`src/rtl/chain_blink_monitor_pkg.sv`:
```
// Shared types and helpers for the chainBlink LED bus monitor.
package chain_blink_pkg;

    typedef enum logic [1:0] {
        ACQ   = 2'd0,
        TRACK = 2'd1,
        HOLD  = 2'd2
    } state_t;

    localparam int DEF_WIDTH = 17;
    localparam int POS_W     = $clog2(DEF_WIDTH);

    localparam int ROT_MAX   = 64;
    localparam int ROT_IDX_W = $clog2(ROT_MAX);

    // Rotate the low (msb+1) bits of v left by one; bit msb wraps into bit 0.
    function automatic logic [ROT_MAX-1:0] rotl1(input logic [ROT_MAX-1:0] v,
                                                 input logic [ROT_IDX_W-1:0] msb);
        logic [ROT_MAX-1:0] mask;
        mask = {ROT_MAX{1'b1}} >> (ROT_MAX - 1 - int'(msb));
        return ((v << 1) | ((v >> msb) & ROT_MAX'(1))) & mask;
    endfunction

endpackage

```
`src/rtl/chain_blink_monitor_if.sv`:
```
// LED bus plus monitor status outputs; master drives the bus, slave is the monitor.
interface chain_blink_monitor_if
    import chain_blink_pkg::*;
#(
    parameter int WIDTH = DEF_WIDTH,
    parameter int CNT_W = 8
);
    localparam int PW = $clog2(WIDTH);

    logic [WIDTH-1:0] led;
    logic             clr_cnt;
    logic [PW-1:0]    pos;
    logic             locked;
    logic             frozen;
    logic             step_pulse;
    logic             lap_pulse;
    logic             restart_pulse;
    logic             err_pulse;
    logic [CNT_W-1:0] err_cnt;
    logic [CNT_W-1:0] lap_cnt;

    modport master (
        output led, clr_cnt,
        input  pos, locked, frozen, step_pulse, lap_pulse, restart_pulse,
               err_pulse, err_cnt, lap_cnt
    );

    modport slave (
        input  led, clr_cnt,
        output pos, locked, frozen, step_pulse, lap_pulse, restart_pulse,
               err_pulse, err_cnt, lap_cnt
    );

endinterface

```
`src/rtl/chain_blink_monitor_onehot_decode.sv`:
```
// Combinational one-hot check and bit-index decode of an LED vector.
module onehot_decode #(
    parameter int WIDTH = 17,
    parameter int IDX_W = $clog2(WIDTH)
) (
    input  logic [WIDTH-1:0] vec,
    output logic             valid,
    output logic [IDX_W-1:0] idx
);

    always_comb begin
        valid = (vec != '0) && ((vec & (vec - WIDTH'(1))) == '0);
        idx   = '0;
        for (int i = 0; i < WIDTH; i++) begin
            if (vec[i]) idx = idx | IDX_W'(i);
        end
    end

endmodule

```
`src/rtl/chain_blink_monitor.sv`:
```
// Receive-side checker for the rotating one-hot chainBlink LED bus.
//   state | meaning
//   ACQ   | not locked; counting consecutive on-time advances
//   TRACK | locked; rotation advancing at the expected dwell
//   HOLD  | locked; pattern frozen on one position
module chain_blink_monitor
    import chain_blink_pkg::*;
#(
    parameter int WIDTH       = DEF_WIDTH,
    parameter int STEP_CYCLES = 1,
    parameter int LOCK_STEPS  = 2,
    parameter int CNT_W       = 8
) (
    input logic                  clk,
    input logic                  rst,
    chain_blink_monitor_if.slave mon
);

    localparam int PW = $clog2(WIDTH);
    localparam int DW = $clog2(STEP_CYCLES + 2);
    localparam int GW = $clog2(LOCK_STEPS + 1);

    state_t           state_q, state_d;
    logic [WIDTH-1:0] prev_q;
    logic [DW-1:0]    dwell_q, dwell_d;
    logic [GW-1:0]    good_q, good_d;
    logic [PW-1:0]    pos_q;
    logic             step_q, step_d, lap_q, lap_d;
    logic             rstp_q, rstp_d, err_q, err_d;
    logic [CNT_W-1:0] err_cnt_q, lap_cnt_q;

    logic             valid;
    logic [PW-1:0]    idx;
    logic [ROT_MAX-1:0] rot_full;
    logic             adv, same, rst_ev, wrap;
    logic             on_time, early, reached;

    onehot_decode #(.WIDTH(WIDTH), .IDX_W(PW)) u_dec (
        .vec   (mon.led),
        .valid (valid),
        .idx   (idx)
    );

    always_comb begin
        rot_full = rotl1(ROT_MAX'(prev_q), ROT_IDX_W'(WIDTH - 1));
        adv      = valid && (mon.led == rot_full[WIDTH-1:0]);
        same     = valid && (mon.led == prev_q);
        rst_ev   = valid && (mon.led == WIDTH'(1)) && !adv && !same;
        wrap     = prev_q[WIDTH-1];
        on_time  = (int'(dwell_q) + 1) == STEP_CYCLES;
        early    = (int'(dwell_q) + 1) <  STEP_CYCLES;
        reached  = (int'(dwell_q) + 1) >= STEP_CYCLES;
    end

    always_comb begin
        if (adv || rst_ev)       dwell_d = '0;
        else if (dwell_q == '1)  dwell_d = dwell_q;
        else                     dwell_d = dwell_q + DW'(1);
    end

    always_comb begin
        state_d = state_q;
        good_d  = good_q;
        step_d  = 1'b0;
        lap_d   = 1'b0;
        rstp_d  = 1'b0;
        err_d   = 1'b0;
        case (state_q)
            ACQ: begin
                good_d = '0;
                if (adv && on_time) begin
                    if (int'(good_q) + 1 >= LOCK_STEPS) state_d = TRACK;
                    else                                good_d  = good_q + GW'(1);
                end else if (rst_ev) begin
                    rstp_d = 1'b1;
                end
            end
            TRACK: begin
                if (adv) begin
                    if (early) begin
                        err_d = 1'b1;
                    end else begin
                        step_d = 1'b1;
                        lap_d  = wrap;
                    end
                end else if (same) begin
                    if (reached) state_d = HOLD;
                end else if (rst_ev) begin
                    rstp_d  = 1'b1;
                    good_d  = '0;
                    state_d = ACQ;
                end else begin
                    err_d   = 1'b1;
                    good_d  = '0;
                    state_d = ACQ;
                end
            end
            HOLD: begin
                if (adv) begin
                    step_d  = 1'b1;
                    lap_d   = wrap;
                    state_d = TRACK;
                end else if (rst_ev) begin
                    rstp_d  = 1'b1;
                    good_d  = '0;
                    state_d = ACQ;
                end else if (!same) begin
                    err_d   = 1'b1;
                    good_d  = '0;
                    state_d = ACQ;
                end
            end
            default: begin
                good_d  = '0;
                state_d = ACQ;
            end
        endcase
    end

    always_ff @(posedge clk or negedge rst) begin
        if (!rst) begin
            state_q   <= ACQ;
            prev_q    <= '0;
            dwell_q   <= '0;
            good_q    <= '0;
            pos_q     <= '0;
            step_q    <= 1'b0;
            lap_q     <= 1'b0;
            rstp_q    <= 1'b0;
            err_q     <= 1'b0;
            err_cnt_q <= '0;
            lap_cnt_q <= '0;
        end else begin
            state_q <= state_d;
            dwell_q <= dwell_d;
            good_q  <= good_d;
            step_q  <= step_d;
            lap_q   <= lap_d;
            rstp_q  <= rstp_d;
            err_q   <= err_d;
            // Non-one-hot samples leave the reference and position untouched.
            if (valid) begin
                prev_q <= mon.led;
                pos_q  <= idx;
            end
            if (mon.clr_cnt)                     err_cnt_q <= '0;
            else if (err_d && err_cnt_q != '1)   err_cnt_q <= err_cnt_q + CNT_W'(1);
            if (mon.clr_cnt)                     lap_cnt_q <= '0;
            else if (lap_d && lap_cnt_q != '1)   lap_cnt_q <= lap_cnt_q + CNT_W'(1);
        end
    end

    assign mon.pos           = pos_q;
    assign mon.locked        = (state_q == TRACK) || (state_q == HOLD);
    assign mon.frozen        = (state_q == HOLD);
    assign mon.step_pulse    = step_q;
    assign mon.lap_pulse     = lap_q;
    assign mon.restart_pulse = rstp_q;
    assign mon.err_pulse     = err_q;
    assign mon.err_cnt       = err_cnt_q;
    assign mon.lap_cnt       = lap_cnt_q;

endmodule

```
`src/flat_wrapper.sv`:
```
// flat-port wrapper written by rule: the top's interface ports become plain ports
module chain_blink_monitor_flat import chain_blink_pkg::*;
#(
    parameter int WIDTH       = DEF_WIDTH,
    parameter int STEP_CYCLES = 1,
    parameter int LOCK_STEPS  = 2,
    parameter int CNT_W       = 8
)
  (clk, rst, mon_led, mon_clr_cnt, mon_pos, mon_locked, mon_frozen, mon_step_pulse, mon_lap_pulse, mon_restart_pulse, mon_err_pulse, mon_err_cnt, mon_lap_cnt);
  chain_blink_monitor_if #(.WIDTH(WIDTH), .CNT_W(CNT_W)) mon_i ();
  input logic clk;
  input logic rst;
  input wire logic [$bits(mon_i.led)-1:0] mon_led;
  input wire logic [$bits(mon_i.clr_cnt)-1:0] mon_clr_cnt;
  output wire logic [$bits(mon_i.pos)-1:0] mon_pos;
  output wire logic [$bits(mon_i.locked)-1:0] mon_locked;
  output wire logic [$bits(mon_i.frozen)-1:0] mon_frozen;
  output wire logic [$bits(mon_i.step_pulse)-1:0] mon_step_pulse;
  output wire logic [$bits(mon_i.lap_pulse)-1:0] mon_lap_pulse;
  output wire logic [$bits(mon_i.restart_pulse)-1:0] mon_restart_pulse;
  output wire logic [$bits(mon_i.err_pulse)-1:0] mon_err_pulse;
  output wire logic [$bits(mon_i.err_cnt)-1:0] mon_err_cnt;
  output wire logic [$bits(mon_i.lap_cnt)-1:0] mon_lap_cnt;
  assign mon_i.led = mon_led;
  assign mon_i.clr_cnt = mon_clr_cnt;
  assign mon_pos = mon_i.pos;
  assign mon_locked = mon_i.locked;
  assign mon_frozen = mon_i.frozen;
  assign mon_step_pulse = mon_i.step_pulse;
  assign mon_lap_pulse = mon_i.lap_pulse;
  assign mon_restart_pulse = mon_i.restart_pulse;
  assign mon_err_pulse = mon_i.err_pulse;
  assign mon_err_cnt = mon_i.err_cnt;
  assign mon_lap_cnt = mon_i.lap_cnt;
  chain_blink_monitor #(.WIDTH(WIDTH), .STEP_CYCLES(STEP_CYCLES), .LOCK_STEPS(LOCK_STEPS), .CNT_W(CNT_W)) u_core (.clk(clk), .rst(rst), .mon(mon_i));
endmodule
```
`config.mk`:
```
export PLATFORM = sky130hd
export DESIGN_NAME = chain_blink_monitor_flat
export DESIGN_NICKNAME = d
export VERILOG_FILES = /design/src/rtl/chain_blink_monitor_pkg.sv /design/src/rtl/chain_blink_monitor_if.sv /design/src/rtl/chain_blink_monitor_onehot_decode.sv /design/src/rtl/chain_blink_monitor.sv /design/src/flat_wrapper.sv
export SDC_FILE = /design/constraint.sdc
export NUM_CORES = 1
export LEC_CHECK = 0
export ABC_CLOCK_PERIOD_IN_PS = 4000
export BUFFER_PORTS_ARGS = -buffer_cell sky130_fd_sc_hd__buf_2
export CAP_MARGIN = 20
export CORE_MARGIN = 4
export CORE_UTILIZATION = 40
export DETAILED_ROUTE_END_ITERATION = 8
export PLACE_DENSITY_LB_ADDON = 0.08
export SETUP_SLACK_MARGIN = 0.2
export SLEW_MARGIN = 40
export SYNTH_ARGS = -nofsm -noshare
export SYNTH_HDL_FRONTEND = slang
export SYNTH_SLANG_ARGS = --single-unit
```
`constraint.sdc`:
```
create_clock -name clk -period 4 [get_ports clk]
set_input_delay 0.8 -clock clk [delete_from_list [all_inputs] [get_ports clk]]
set_output_delay 0.8 -clock clk [all_outputs]
set_load 0.01 [all_outputs]
```
==> results.env, run 1 <==
MIN-DELAY-PATH-CLASS='input pin to asynchronous set/reset pin'
FINCLKSKEW_PS=3.75
POST_CTS_BUFFERS=0
R2R_START='u_core.mon.pos[4]'
SYNTH-WARNING-COUNT=0
TRITONCTS='built'
PORT_BUFFERS=46
COMB_POWER_SHARE_PCT=15.0
POWER.SHARE.SWITCHING_PCT=27.8
DIE_HEIGHT_UM=97.1
RUN_STATUS='complete, no violations'
DIODES=0
NUMPLACEDINSTANCES=456
ROWS=32
CTS_BUFFER_DEPTH=2
SYNTH.DISTINCT_CELLS=58
GR-USAGE-MET1_PCT=22.8
R2R_END='u_core.mon.err_cnt[5]'
NET_COUNT_FINAL=391
FINALMAXSLEWVIOLATIONS=0
DRIVE_ABOVE_1_SHARE_PCT=24.3
CP_MAX_FANOUT=11
CP-STARTPOINT='mon_led[14]'
FIRST_PASS_GRT_WIRE_LENGTH_MM=12.5
ROUTED-VIA-COUNT=2533
GROUTE.LAYER.MET3.USAGE_PCT=3.37
IOPINCOUNT=47
YOSYSSEQAREASHARE_PCT=37.1
MAX_CAP_VIOLATIONS=0
REG2REGPATHDEPTH=7
CLOCK_SINK_COUNT=47
TOTAL_COUNT_OF_HOLD_CHECK_FAILURES_IN_THE_FINAL_REPORT=0
CTS_STAGE_HOLD_BUFFER_COUNT=0
SYNTH.AREA.TOP_CELLS='sky130_fd_sc_hd__dfrtp_1 37%, sky130_fd_sc_hd__mux2_2 6.0%, sky130_fd_sc_hd__xor2_1 5.2%'
DETAIL_ROUTE.WL_PER_CELL_UM=15.8
INT_POWER_uW=663
DETAILED_PLACE_HPWL_MM=5.47
DRC=0
POWER_DENSITY_nW_PER_UM2=265
DETAILEDROUTE.FIRSTPASSITERATIONCOUNT=4
LAYOUT_MIN_CYCLE_TIME_PS=3100
WORSTSKEWPAIRLATENCY_PS=300
SYNTH_TOP_AREA_SHARE_PCT=37.1
HTREEDEPTH=2
SYNTH.FF_LATCH_COUNT=47
GPL.FINAL_WEIGHTED_CONGESTION=0.829
WORST_EP_ARRIVAL_TIME_PS=3290
CLOCK_TREE.ROOT_CELL='sky130_fd_sc_hd__clkbuf_8'
FINAL_ANTENNA_NET_COUNT=0
DRT_FIRST_ITER_VIOLATIONS=93
POWER_LEAKAGE_nW=1.61
SYNTHDOMINANTAREACELLTYPE='sky130_fd_sc_hd__dfrtp_1'
DESIGN.DIE.AREA_UM2=9420
TIMING.FMAX_GHz=0.323
HOLDWS_PS=494
VIAS_IN_THE_FIRST_GLOBAL_ROUTE=2446
RSZ0062_AT_GRT='no'
SETUP.REG_TO_REG.WORST_SLACK_PS=1110
SYN-INSTANCE-COUNT=330
ROUTED_WIRELENGTH_MM=7.33
FIN_CRIT_SH_PCT=77.5
WORST_MARGIN_PIN_SLEW_PS=625
SYN_TO_FINAL_GROWTH_PCT=9.42
ANTENNA_VIOLATIONS_BEFORE_REPAIR=0
TIMING.SETUP.TNS_PS=0
IRDROPWORSTVDD_mV=0.171
SYNTH_ASYNC_SR_FLOP_SHARE_PCT=100
GLOBAL_ROUTE.PEAK_USAGE_LAYER='met2'
CORE_REGION_AREA_UM2=7730
USE_MET2_PCT=24.4
PATH_CLK_SLEW_PS=80
POWER_FRAC_CLOCK_PCT=31.0
ROUTED_VIA_DENSITY=5.46
SYNTHFLOPTYPE='sky130_fd_sc_hd__dfrtp_1'
PIN_COUNT_OF_THE_BIGGEST_NET_ENTERING_GLOBAL_ROUTING=48
INITIAL_CORE_UTIL_PCT=41.1
GLOBAL_ROUTE.OVERFLOW_TOTAL=0
LAYOUTNONFILLERINSTCOUNT=464
SYNTHESIS.NETS=360
WORSTPATHREQUIRED_PS=4190
GROUTE.USAGE.OVERALL_PCT=16.0
SETUP_VIOL_COUNT_FINAL=0
CTS_INSERTED_BUFFERS=5
WORSTSETUPSTARTPOINTTYPE='input pin'
SYN-MEAN-INSTANCE-AREA_UM2=9.62
MAX_SLEW_MARGIN_VS_LIMIT_PCT=58.3
CTS_REPAIR_RESIZE_COUNT=0
CRITICAL_PATH_TYPE='input pin to flip-flop'
POWER.SWITCHING_uW=256
DIE_WIDTH_UM=97.1
CRITICAL_PATH.ENDPOINT_TYPE='flip-flop'
P_SEQ_SHARE_PCT=54.0
SYNTH_ENABLE_FLOP_CELLS=0
SYNTH.CELL_AREA_UM2=3170
FINAL_UTIL_PCT=44.9
[cell usage after synthesis (all sizes together), types with 3 or more instances]
master,instances
nand3,14
xor2,19
or4,7
dfrtp,47
a21oi,17
nor3,14
nand4,8
nor2,20
nand2,17
xnor2,16
or3,3
a31oi,4
nor4,12
nor2b,5
inv,15
and3,7
buf,23
o21ai,7
a21o,3
and2,6
o31ai,6
ha,10
mux2,18
[flip-flops by register name, summed over array words and instances (netlist names), 2 cells and up]
signal,cells
u_core.dwell_q,2
u_core.good_q,2
u_core.mon.err_cnt,8
u_core.mon.lap_cnt,8
u_core.mon.pos,5
u_core.prev_q,16
u_core.state_q,2
[critical path: stages]
cell and delay (ps):
sky130_fd_sc_hd__buf_2 170, sky130_fd_sc_hd__xor2_1 180, sky130_fd_sc_hd__nor4_1 390, sky130_fd_sc_hd__nand4_1 240
sky130_fd_sc_hd__or2_0 420, sky130_fd_sc_hd__and2_4 260, sky130_fd_sc_hd__or4_1 510, sky130_fd_sc_hd__mux2_1 320
[layer usage]
metal / wire (um) / share of wire (%) / vias to the layer above
met2: 3280 / 45 / 61
li1: - / - / 1243
met5: 0 / 0 / -
met3: 353 / 4.8 / 9
met1: 3580 / 49 / 1220
met4: 115 / 1.6 / 0
[cells in the final DEF (no fill, tap or decap), types with 3 or more instances in the layout]
master                     count
sky130_fd_sc_hd__dfrtp_1      47
sky130_fd_sc_hd__buf_2        45
sky130_fd_sc_hd__xor2_1       19
sky130_fd_sc_hd__nor2_1       19
sky130_fd_sc_hd__nand2_1      17
sky130_fd_sc_hd__mux2_2       17
sky130_fd_sc_hd__xnor2_1      16
sky130_fd_sc_hd__a21oi_1      16
sky130_fd_sc_hd__inv_1        15
sky130_fd_sc_hd__nand3_1      14
sky130_fd_sc_hd__nor3_1       13
sky130_fd_sc_hd__nor4_1       10
sky130_fd_sc_hd__ha_1         10
sky130_fd_sc_hd__nand4_1       7
sky130_fd_sc_hd__o31ai_1       6
sky130_fd_sc_hd__and3_1        6
sky130_fd_sc_hd__or4_1         6
sky130_fd_sc_hd__o21ai_0       6
sky130_fd_sc_hd__and2_1        5
sky130_fd_sc_hd__nor2b_1       5
sky130_fd_sc_hd__clkbuf_8      5
sky130_fd_sc_hd__a31oi_1       4
sky130_fd_sc_hd__buf_4         4
sky130_fd_sc_hd__or3_1         3
sky130_fd_sc_hd__a21o_1        3
[logic make-up after synthesis]
family	synth area share (%)
AO/OA/AOI/OAI	11.6
XOR/XNOR	9.66
adder cells (fa/ha/maj)	4.57
buffers and inverters	6.98
flip-flops	37.1
multiplexers	7.02
AND/OR/NAND/NOR	23.1
[stage by stage]
stage	setup WS (ps)	cell area (um^2)	power, mW
final	901	3470	0.919
after global routing	758	3470	0.976
after CTS	947	3470	0.939
after detailed placement	612	3390	0.644
after global placement	618	3390	0.640
after floorplan	1110	3170	0.608
[area by class of cell]
class / instances / area, um^2
clock inverter: 1 / 5.00
sequential: 47 / 1180
clock buffer: 7 / 76.3
inverter: 15 / 56.3
tap: 102 / 128
multi-input combinational: 243 / 1780
fill: 758 / 4260
timing repair buffer: 49 / 255
[worst max-delay path by stage]
stage,endpoint,depth (start not counted)
after global routing,u_core.mon.err_cnt[5],8
after detailed placement,u_core.mon.err_cnt[5],8
after global placement,u_core.mon.err_cnt[5],8
after floorplan,u_core.mon.err_cnt[5],9
final,u_core.mon.err_cnt[5],8
after CTS,u_core.mon.err_cnt[5],8
[power by group through the flow]
stage               clock network [mW]  registers (mW)  logic (mW)
finish                           0.285           0.496       0.138
detailed placement                   0           0.505       0.139
global placement                     0           0.504       0.136
CTS                              0.304           0.495       0.140
floorplan                            0           0.503       0.105
global route                     0.320           0.498       0.158
No activity file was read; power rests on OpenSTA's default activity.
==> run 2, diff against run 1 <==
- ABC_AREA: default -> 1
- ABC_CLOCK_PERIOD_IN_PS: 4000 -> 2800
- clock period: 4 -> 2.8 ns (I/O delays scaled with it)
==> results.env, run 2 <==
RUN_STATUS='complete, no violations'  # unchanged
TRITONCTS='built'  # unchanged
CP-STARTPOINT='mon_led[10]'  # was mon_led[14]
SYN-INSTANCE-COUNT=456  # was 330
WORSTPATHREQUIRED_PS=3050  # was 4190 ps
CLOCK_TREE.ROOT_CELL='sky130_fd_sc_hd__clkbuf_8'  # unchanged
HTREEDEPTH=2  # unchanged
HOLDWS_PS=243  # was 494 ps
DIE_WIDTH_UM=99.1  # was 97.1 um
LAYOUTNONFILLERINSTCOUNT=603  # was 464
TOTAL_COUNT_OF_HOLD_CHECK_FAILURES_IN_THE_FINAL_REPORT=0  # unchanged
P_SEQ_SHARE_PCT=52.2  # was 54.0%
FILLCELLCOUNT=795  # was 758
R2R_START='u_core.prev_q[4]'  # was u_core.mon.pos[4]
NET_COUNT_FINAL=530  # was 391
SYNTH.AREA.TOP_CELLS='sky130_fd_sc_hd__dfrtp_1 35%, sky130_fd_sc_hd__nand2_1 15%, sky130_fd_sc_hd__nand3_1 5.7%'  # was sky130_fd_sc_hd__dfrtp_1 37%, sky130_fd_sc_hd__mux2_2 6.0%, sky130_fd_sc_hd__xor2_1 5.2%
FINAL_CELL_MIX='133 x sky130_fd_sc_hd__nand2_1, 50 x sky130_fd_sc_hd__inv_1, 47 x sky130_fd_sc_hd__nor2_1, 47 x sky130_fd_sc_hd__dfrtp_1, 46 x sky130_fd_sc_hd__buf_2'  # was 47 x sky130_fd_sc_hd__dfrtp_1, 45 x sky130_fd_sc_hd__buf_2, 19 x sky130_fd_sc_hd__xor2_1, 19 x sky130_fd_sc_hd__nor2_1
DETAIL_ROUTE.WL_PER_CELL_UM=13.6  # was 15.8 um
REGISTERS.TOP_BY_FF_COUNT='u_core.prev_q'  # unchanged
SETUP.REG_TO_REG.WORST_SLACK_PS=760  # was 1110 ps
MOST_COMMON_CELL_AFTER_LAYOUT_FILL_AND_TAPS_ASIDE='sky130_fd_sc_hd__nand2_1'  # was sky130_fd_sc_hd__dfrtp_1
PATH_CLK_SLEW_PS=90  # was 80 ps
YOSYSSEQAREASHARE_PCT=35.4  # was 37.1%
SYNTH.DISTINCT_CELLS=35  # was 58
CP_MAX_FANOUT=18  # was 11
PATH_CELLS='buf_2 > nor2_1 > nand2_2 > nor2_4 > nand2_1 > nand2_1 > nand2_1 > nor2_4 > nand3_4 > nor2_8 > nand4_4 > nand2_4 > nand2_1 > nand2_1'  # was buf_2 > xor2_1 > nor4_1 > nand4_1 > or2_0 > and2_4 > or4_1 > mux2_1
COMB_POWER_SHARE_PCT=14.9  # was 15.0%
IRDROPWORSTVDD_mV=0.139  # was 0.171 mV
SYNTH_TOP_AREA_SHARE_PCT=35.4  # was 37.1%
WORST_PATH_MAX_STAGE_DELAY_PS=230  # was 510 ps
MAX_CAP_VIOLATIONS=0  # unchanged
POWER_DENSITY_nW_PER_UM2=362  # was 265 nW/um^2
GPL.FINAL_WEIGHTED_CONGESTION=0.883  # was 0.829
CTS_INSERTED_BUFFERS=5  # unchanged
SYN_TO_FINAL_GROWTH_PCT=12.9  # was 9.42%
SYNTH-WARNING-COUNT=0  # unchanged
SYNTH_ASYNC_SR_FLOP_SHARE_PCT=100  # unchanged
INITIAL_CORE_UTIL_PCT=42.1  # was 41.1%
TIMING.SETUP.TNS_PS=0  # unchanged
SYNTHFLOPTYPE='sky130_fd_sc_hd__dfrtp_1'  # unchanged
WORST_MARGIN_PIN_SLEW_PS=718  # was 625 ps
SYNTH_MOST_COMMON_CELL='sky130_fd_sc_hd__nand2_1'  # was sky130_fd_sc_hd__dfrtp_1
CRIT_PATH_TOP_DELAY_CELL='sky130_fd_sc_hd__nor2_8'  # was sky130_fd_sc_hd__or4_1
LAYOUT_MIN_CYCLE_TIME_PS=2220
LARGEST_REGISTER_FFS=16  # unchanged
ROWS=32  # unchanged
FIRST_PASS_GRT_WIRE_LENGTH_MM=13.9  # was 12.5 mm
CRITICAL_PATH_TYPE='input pin to flip-flop'  # unchanged
FIN_CRIT_SH_PCT=79.3
MIN-DELAY-PATH-CLASS='input pin to asynchronous set/reset pin'  # unchanged
CTS_STAGE_HOLD_BUFFER_COUNT=0  # unchanged
FINALMAXSLEWVIOLATIONS=0  # unchanged
TIMING.FMAX_GHz=0.450
DPL_CELL_AREA_UM2=3650  # was 3390 um^2
PIN_COUNT_OF_THE_BIGGEST_NET_ENTERING_GLOBAL_ROUTING=26  # was 48
POWER_LEAKAGE_nW=1.94  # was 1.61 nW
SYNTH.CELL_AREA_UM2=3320  # was 3170 um^2
FINAL_ANTENNA_NET_COUNT=0  # unchanged
POWER_FRAC_CLOCK_PCT=32.9  # was 31.0%
ROUTED_VIA_DENSITY=4.98  # was 5.46
DETAILEDROUTE.FIRSTPASSITERATIONCOUNT=4  # unchanged
POST_CTS_BUFFERS=0  # unchanged
SYNTHESIS.NETS=486  # was 360
FIN_AREA_UM2=3750  # was 3470 um^2
ROUTED_WIRELENGTH_MM=8.19  # was 7.33 mm
POWER.SWITCHING_uW=384  # was 256 uW
DESIGN.DIE.AREA_UM2=9820  # was 9420 um^2
POWER.SHARE.SWITCHING_PCT=28.3  # was 27.8%
DRT_FIRST_ITER_VIOLATIONS=141  # was 93
SETUP_VIOL_COUNT_FINAL=0  # unchanged
YOSYS-TOP-CELLS-COUNT='133 x sky130_fd_sc_hd__nand2_1, 50 x sky130_fd_sc_hd__inv_1, 47 x sky130_fd_sc_hd__dfrtp_1, 47 x sky130_fd_sc_hd__nor2_1, 38 x sky130_fd_sc_hd__nand3_1'  # was 47 x sky130_fd_sc_hd__dfrtp_1, 19 x sky130_fd_sc_hd__nor2_1, 19 x sky130_fd_sc_hd__xor2_1
CRITICAL_PATH.ENDPOINT_TYPE='flip-flop'  # unchanged
CLOCK_SINK_COUNT=47  # unchanged
WORST_EP_ARRIVAL_TIME_PS=2470  # was 3290 ps
RSZ0062_AT_GRT='no'  # unchanged
PORT_BUFFERS=46  # unchanged
GROUTE.USAGE.OVERALL_PCT=17.3  # was 16.0%
CTS_BUFFER_DEPTH=2  # unchanged
SYNTH.FF_LATCH_COUNT=47  # unchanged
SYNTH_ENABLE_FLOP_CELLS=0  # unchanged
WORSTSETUPSTARTPOINTTYPE='input pin'  # unchanged
MAX_SLEW_MARGIN_VS_LIMIT_PCT=51.8  # was 58.3%
VIAS_IN_THE_FIRST_GLOBAL_ROUTE=2846  # was 2446
CTS_REPAIR_RESIZE_COUNT=0  # unchanged
DRIVE_ABOVE_1_SHARE_PCT=16.0  # was 24.3%
DIODES=0  # unchanged
DRC=0  # unchanged
IOPINCOUNT=47  # unchanged
DIE_HEIGHT_UM=99.1  # was 97.1 um
CORE_REGION_AREA_UM2=7890  # was 7730 um^2
FINCLKSKEW_PS=7.87  # was 3.75 ps
DETAILED_PLACE_HPWL_MM=6.37  # was 5.47 mm
ROUTED-VIA-COUNT=3004  # was 2533
SYN-MEAN-INSTANCE-AREA_UM2=7.28  # was 9.62 um^2
INT_POWER_uW=971  # was 663 uW
GLOBAL_ROUTE.OVERFLOW_TOTAL=0  # unchanged
NUMPLACEDINSTANCES=595  # was 456
CRIT_PATH_FREQUENT_CELL='sky130_fd_sc_hd__nand2_1'
SYNTHDOMINANTAREACELLTYPE='sky130_fd_sc_hd__dfrtp_1'  # unchanged
ANTENNA_VIOLATIONS_BEFORE_REPAIR=0  # unchanged
WORSTSKEWPAIRLATENCY_PS=310  # was 300 ps
## run 2: kinds of logic (layout without fill, tap and decap cells)
family	after synthesis	count (layout)	share of synthesized area (%)
AOI/OAI and AO/OA	34	34	5.47
muxes	1	1	0.339
DFF	47	47	35.4
buffers and inverters	63	108	7.61
adders and majority gates	10	10	3.77
and+or+nand+nor	266	266	38.1
xor gates and xnor gates	35	35	9.23
## run 2: power groups by stage
stage               clock network, mW  registers (mW)  logic [mW]
finish                          0.446           0.708       0.202
global route                    0.492           0.710       0.234
CTS                             0.469           0.707       0.203
detailed placement                  0           0.720       0.203
global placement                    0           0.720       0.201
floorplan                           0           0.718       0.134
## run 2: final timing paths
path,endpoint,cells past startpoint
max,u_core.mon.lap_cnt[3],14
min,u_core.prev_q[8],1
max reg2reg,u_core.mon.lap_cnt[3],11
min reg2reg,u_core.mon.pos[3],2
max in group asynchronous,u_core.dwell_q[1],2
min in group clk,u_core.mon.pos[3],2
## run 2: metrics by stage
stage | setup slack (ps) | utilization (%) | total power, mW
finish | 578 | 47.5 | 1.36
global route | 357 | 47.5 | 1.44
CTS | 572 | 47.5 | 1.38
detailed placement | 233 | 46.2 | 0.923
global placement | 226 | 46.2 | 0.921
floorplan | 705 | - | 0.852
## run 2: critical path: cells and delay by family
kind,cells,cell delay (ps)
simple gates,13,1750
buf+inv,1,140
## run 2: layer usage
layer / up-vias / GRT usage (%) / wire, um
met2: 76 / 27.5 / 3730
met3: 6 / 2.88 / 400
li1: 1541 / - / -
met1: 1381 / 24.6 / 3980
met4: 0 / 3.99 / 76
met5: - / 0 / 0
## run 2: final cells by class
cell class              instances  area [um^2]  share of cell area (%)
flip-flops and latches         47         1180                    31.4
repair buffers                 48          258                    6.88
well taps                     102          128                    3.41
multi-input cells             346         1890                    50.5
clock inverters                 2         16.3                   0.434
inverters                      52          195                    5.21
clock buffers                   6         82.6                    2.20
==> run 3, diff against run 2 <==
- ABC_AREA: 1 -> 0
- ABC_CLOCK_PERIOD_IN_PS: 2800 -> 2060
- clock period: 2.8 -> 2.06 ns (I/O delays scaled with it)
==> results.env, run 3 (synthesis gave the netlist of run 1 again) <==
DIODES=0  # unchanged
ROUTED_WIRELENGTH_MM=8.58  # was 8.19 mm
PATH_CELLS='xor2_1 > nor4_1 > buf_4 > nand4_1 > or2_1 > and2_4 > or4_4 > mux2_4'  # was buf_2 > nor2_1 > nand2_2 > nor2_4 > nand2_1 > nand2_1 > nand2_1 > nor2_4 > nand3_4 > nor2_8 > nand4_4 > nand2_4 > nand2_1 > nand2_1
GLOBAL_ROUTE.PEAK_USAGE_LAYER='met2'  # unchanged
NET_COUNT_FINAL=470  # was 530
HTREEDEPTH=2  # unchanged
DETAIL_ROUTE.WL_PER_CELL_UM=15.8  # was 13.6 um
USE_MET2_PCT=30.3  # was 27.5%
INITIAL_CORE_UTIL_PCT=41.1  # was 42.1%
GROUTE.LAYER.MET3.USAGE_PCT=2.58  # was 2.88%
TOTAL_COUNT_OF_HOLD_CHECK_FAILURES_IN_THE_FINAL_REPORT=0  # unchanged
WORST_EP_ARRIVAL_TIME_PS=2610  # was 2470 ps
PORT_BUFFERS=46  # unchanged
REGISTERS.TOP_BY_FF_COUNT='u_core.prev_q'  # unchanged
CTS_INSERTED_BUFFERS=5  # unchanged
DESIGN.DIE.AREA_UM2=9420  # was 9820 um^2
WORST_PATH_MAX_STAGE_DELAY_PS=480  # was 230 ps
MOST_COMMON_CELL_AFTER_LAYOUT_FILL_AND_TAPS_ASIDE='sky130_fd_sc_hd__buf_4'  # was sky130_fd_sc_hd__nand2_1
WORST_MARGIN_PIN_SLEW_PS=524  # was 718 ps
GLOBAL_ROUTE.OVERFLOW_TOTAL=0  # unchanged
GPL.FINAL_WEIGHTED_CONGESTION=0.901  # was 0.883
VIAS_IN_THE_FIRST_GLOBAL_ROUTE=2822  # was 2846
ROUTED_VIA_DENSITY=5.19  # was 4.98
CLOCK_TREE.ROOT_CELL='sky130_fd_sc_hd__clkbuf_8'  # unchanged
CLOCK_SINK_COUNT=47  # unchanged
DIE_HEIGHT_UM=97.1  # was 99.1 um
MULTI_INPUT_AREA_UM2=2100  # was 1890 um^2
DIE_WIDTH_UM=97.1  # was 99.1 um
CP_MAX_FANOUT=3  # was 18
DETAILED_PLACE_HPWL_MM=6.45  # was 6.37 mm
CTS_BUFFER_DEPTH=2  # unchanged
RUN_STATUS='finished with violations'  # was complete, no violations
FIN_CRIT_SH_PCT=116
DETAILEDROUTE.FIRSTPASSITERATIONCOUNT=4  # unchanged
REG2REGPATHDEPTH=8  # was 11
MIN-DELAY-PATH-CLASS='input pin to asynchronous set/reset pin'  # unchanged
ROUTED-VIA-COUNT=2816  # was 3004
IRDROPWORSTVDD_mV=0.258  # was 0.139 mV
SYN_TO_FINAL_GROWTH_PCT=44.1  # was 12.9%
WORSTPATHBUFFERINVERTERCOUNT=1  # unchanged
PIN_COUNT_OF_THE_BIGGEST_NET_ENTERING_GLOBAL_ROUTING=29  # was 26
CP_TOP_FAMILY='simple AND/OR/NAND/NOR gates'  # unchanged
GR-USAGE-MET1_PCT=24.7  # was 24.6%
TIMING.FMAX_GHz=0.417
CRITICAL_PATH_TYPE='flip-flop to flip-flop'  # was input pin to flip-flop
FINAL_UTIL_PCT=59.2  # was 47.5%
DRIVE_ABOVE_1_SHARE_PCT=49.2  # was 16.0%
SETUP_VIOL_COUNT_FINAL=40  # was 0
ANTENNA_VIOLATIONS_BEFORE_REPAIR=0  # unchanged
FAILED_CHECKS='setup timing'
FINALMAXSLEWVIOLATIONS=0  # unchanged
FINCLKSKEW_PS=15.7  # was 7.87 ps
POWER_DENSITY_nW_PER_UM2=444  # was 362 nW/um^2
ROWS=32  # unchanged
RSZ0062_AT_GRT='yes'  # was no
FINAL_ANTENNA_NET_COUNT=0  # unchanged
CRITICAL_PATH.ENDPOINT_TYPE='flip-flop'  # unchanged
FINAL_CRITICAL_PATH_SETUP_SLACK_PS=-340  # was 578 ps
GROUTE.USAGE.OVERALL_PCT=18.0  # was 17.3%
IOPINCOUNT=47  # unchanged
WORSTSETUPSTARTPOINTTYPE='flip-flop'  # was input pin
CTS_STAGE_HOLD_BUFFER_COUNT=0  # unchanged
FIRST_PASS_GRT_WIRE_LENGTH_MM=14.0  # was 13.9 mm
PATH_CLK_SLEW_PS=100  # was 90 ps
WORSTPATHREQUIRED_PS=2270  # was 3050 ps
POWER_LEAKAGE_nW=2.19  # was 1.94 nW
FILLCELLCOUNT=671  # was 795
LAYOUT_MIN_CYCLE_TIME_PS=2400
CORE_REGION_AREA_UM2=7730  # was 7890 um^2
FINAL_CELL_MIX='63 x sky130_fd_sc_hd__buf_4, 47 x sky130_fd_sc_hd__dfrtp_1, 44 x sky130_fd_sc_hd__buf_2'  # was 133 x sky130_fd_sc_hd__nand2_1, 50 x sky130_fd_sc_hd__inv_1, 47 x sky130_fd_sc_hd__nor2_1, 47 x sky130_fd_sc_hd__dfrtp_1, 46 x sky130_fd_sc_hd__buf_2
CP.DEPTH=8  # was 14
REGISTER_AREA_UM2=1180  # unchanged
CRIT_PATH_TOP_DELAY_CELL='sky130_fd_sc_hd__or4_4'  # was sky130_fd_sc_hd__nor2_8
LARGEST_REGISTER_FFS=16  # unchanged
TOTAL_POWER_mW=2.03  # was 1.36 mW
DRT_FIRST_ITER_VIOLATIONS=62  # was 141
MAX_SLEW_MARGIN_VS_LIMIT_PCT=65.1  # was 51.8%
DRC=0  # unchanged
MAX_CAP_VIOLATIONS=0  # unchanged
TRITONCTS='built'  # unchanged
WORSTSKEWPAIRLATENCY_PS=320  # was 310 ps
## run 3: path summary, 6_finish.rpt
path                                   start                     to  slack, ps
min                                      rst      u_core.mon.pos[1]         60
max in group asynchronous                rst      u_core.prev_q[13]       1460
min reg2reg                u_core.mon.pos[2]      u_core.mon.pos[2]        540
max reg2reg                 u_core.prev_q[7]  u_core.mon.err_cnt[5]       -340
max                         u_core.prev_q[7]  u_core.mon.err_cnt[5]       -340
min in group clk                 mon_led[11]      u_core.prev_q[11]        400
## run 3: repair_timing
action                                  4_1_cts  5_1_grt
cloned                                        3        0
resized for setup                            48       34
buffers inserted                              5        5
endpoints found under the hold margin         0        0
endpoints found under the setup margin       47       48
pin swaps                                    16       21
## run 3: report_power, final
| group | internal, mW | switching, mW | total [mW] |
|---|---|---|---|
| Clock | 0.366 | 0.359 | 0.725 |
| Sequential | 0.945 | 0.0171 | 0.962 |
| Combinational | 0.153 | 0.190 | 0.343 |
## run 3: cell type report
type	instances	area share [%]
Clock buffer	5	1.51
Clock inverter	3	1.01
Sequential cell	47	25.7
Multi-Input combinational cell	243	45.9
Inverter	15	1.29
Tap cell	102	2.79
Timing Repair Buffer	128	21.8
## run 3: through the flow
stage / worst slack, ps / instance area [um^2] / instances / TNS, ps / hold slack [ps]
after global routing: -436 / 4570 / 543 / -11580 / 102
final: -340 / 4570 / 543 / -6490 / 61.3
after detailed placement: -665 / 3960 / 522 / -21430 / 424
after floorplan: -406 / 3230 / 330 / -8880 / 116
after CTS: -354 / 4370 / 538 / -5690 / 72.9
after global placement: -717 / 3960 / 522 / -22310 / 420
## run 3: routing by layer
layer / routed length, um / vias up / part of all wire, %
met2: 4180 / 55 / 49
met3: 335 / 6 / 3.9
met4: 82 / 0 / 0.96
met5: 0 / - / 0
met1: 3970 / 1352 / 46
li1: - / 1403 / -
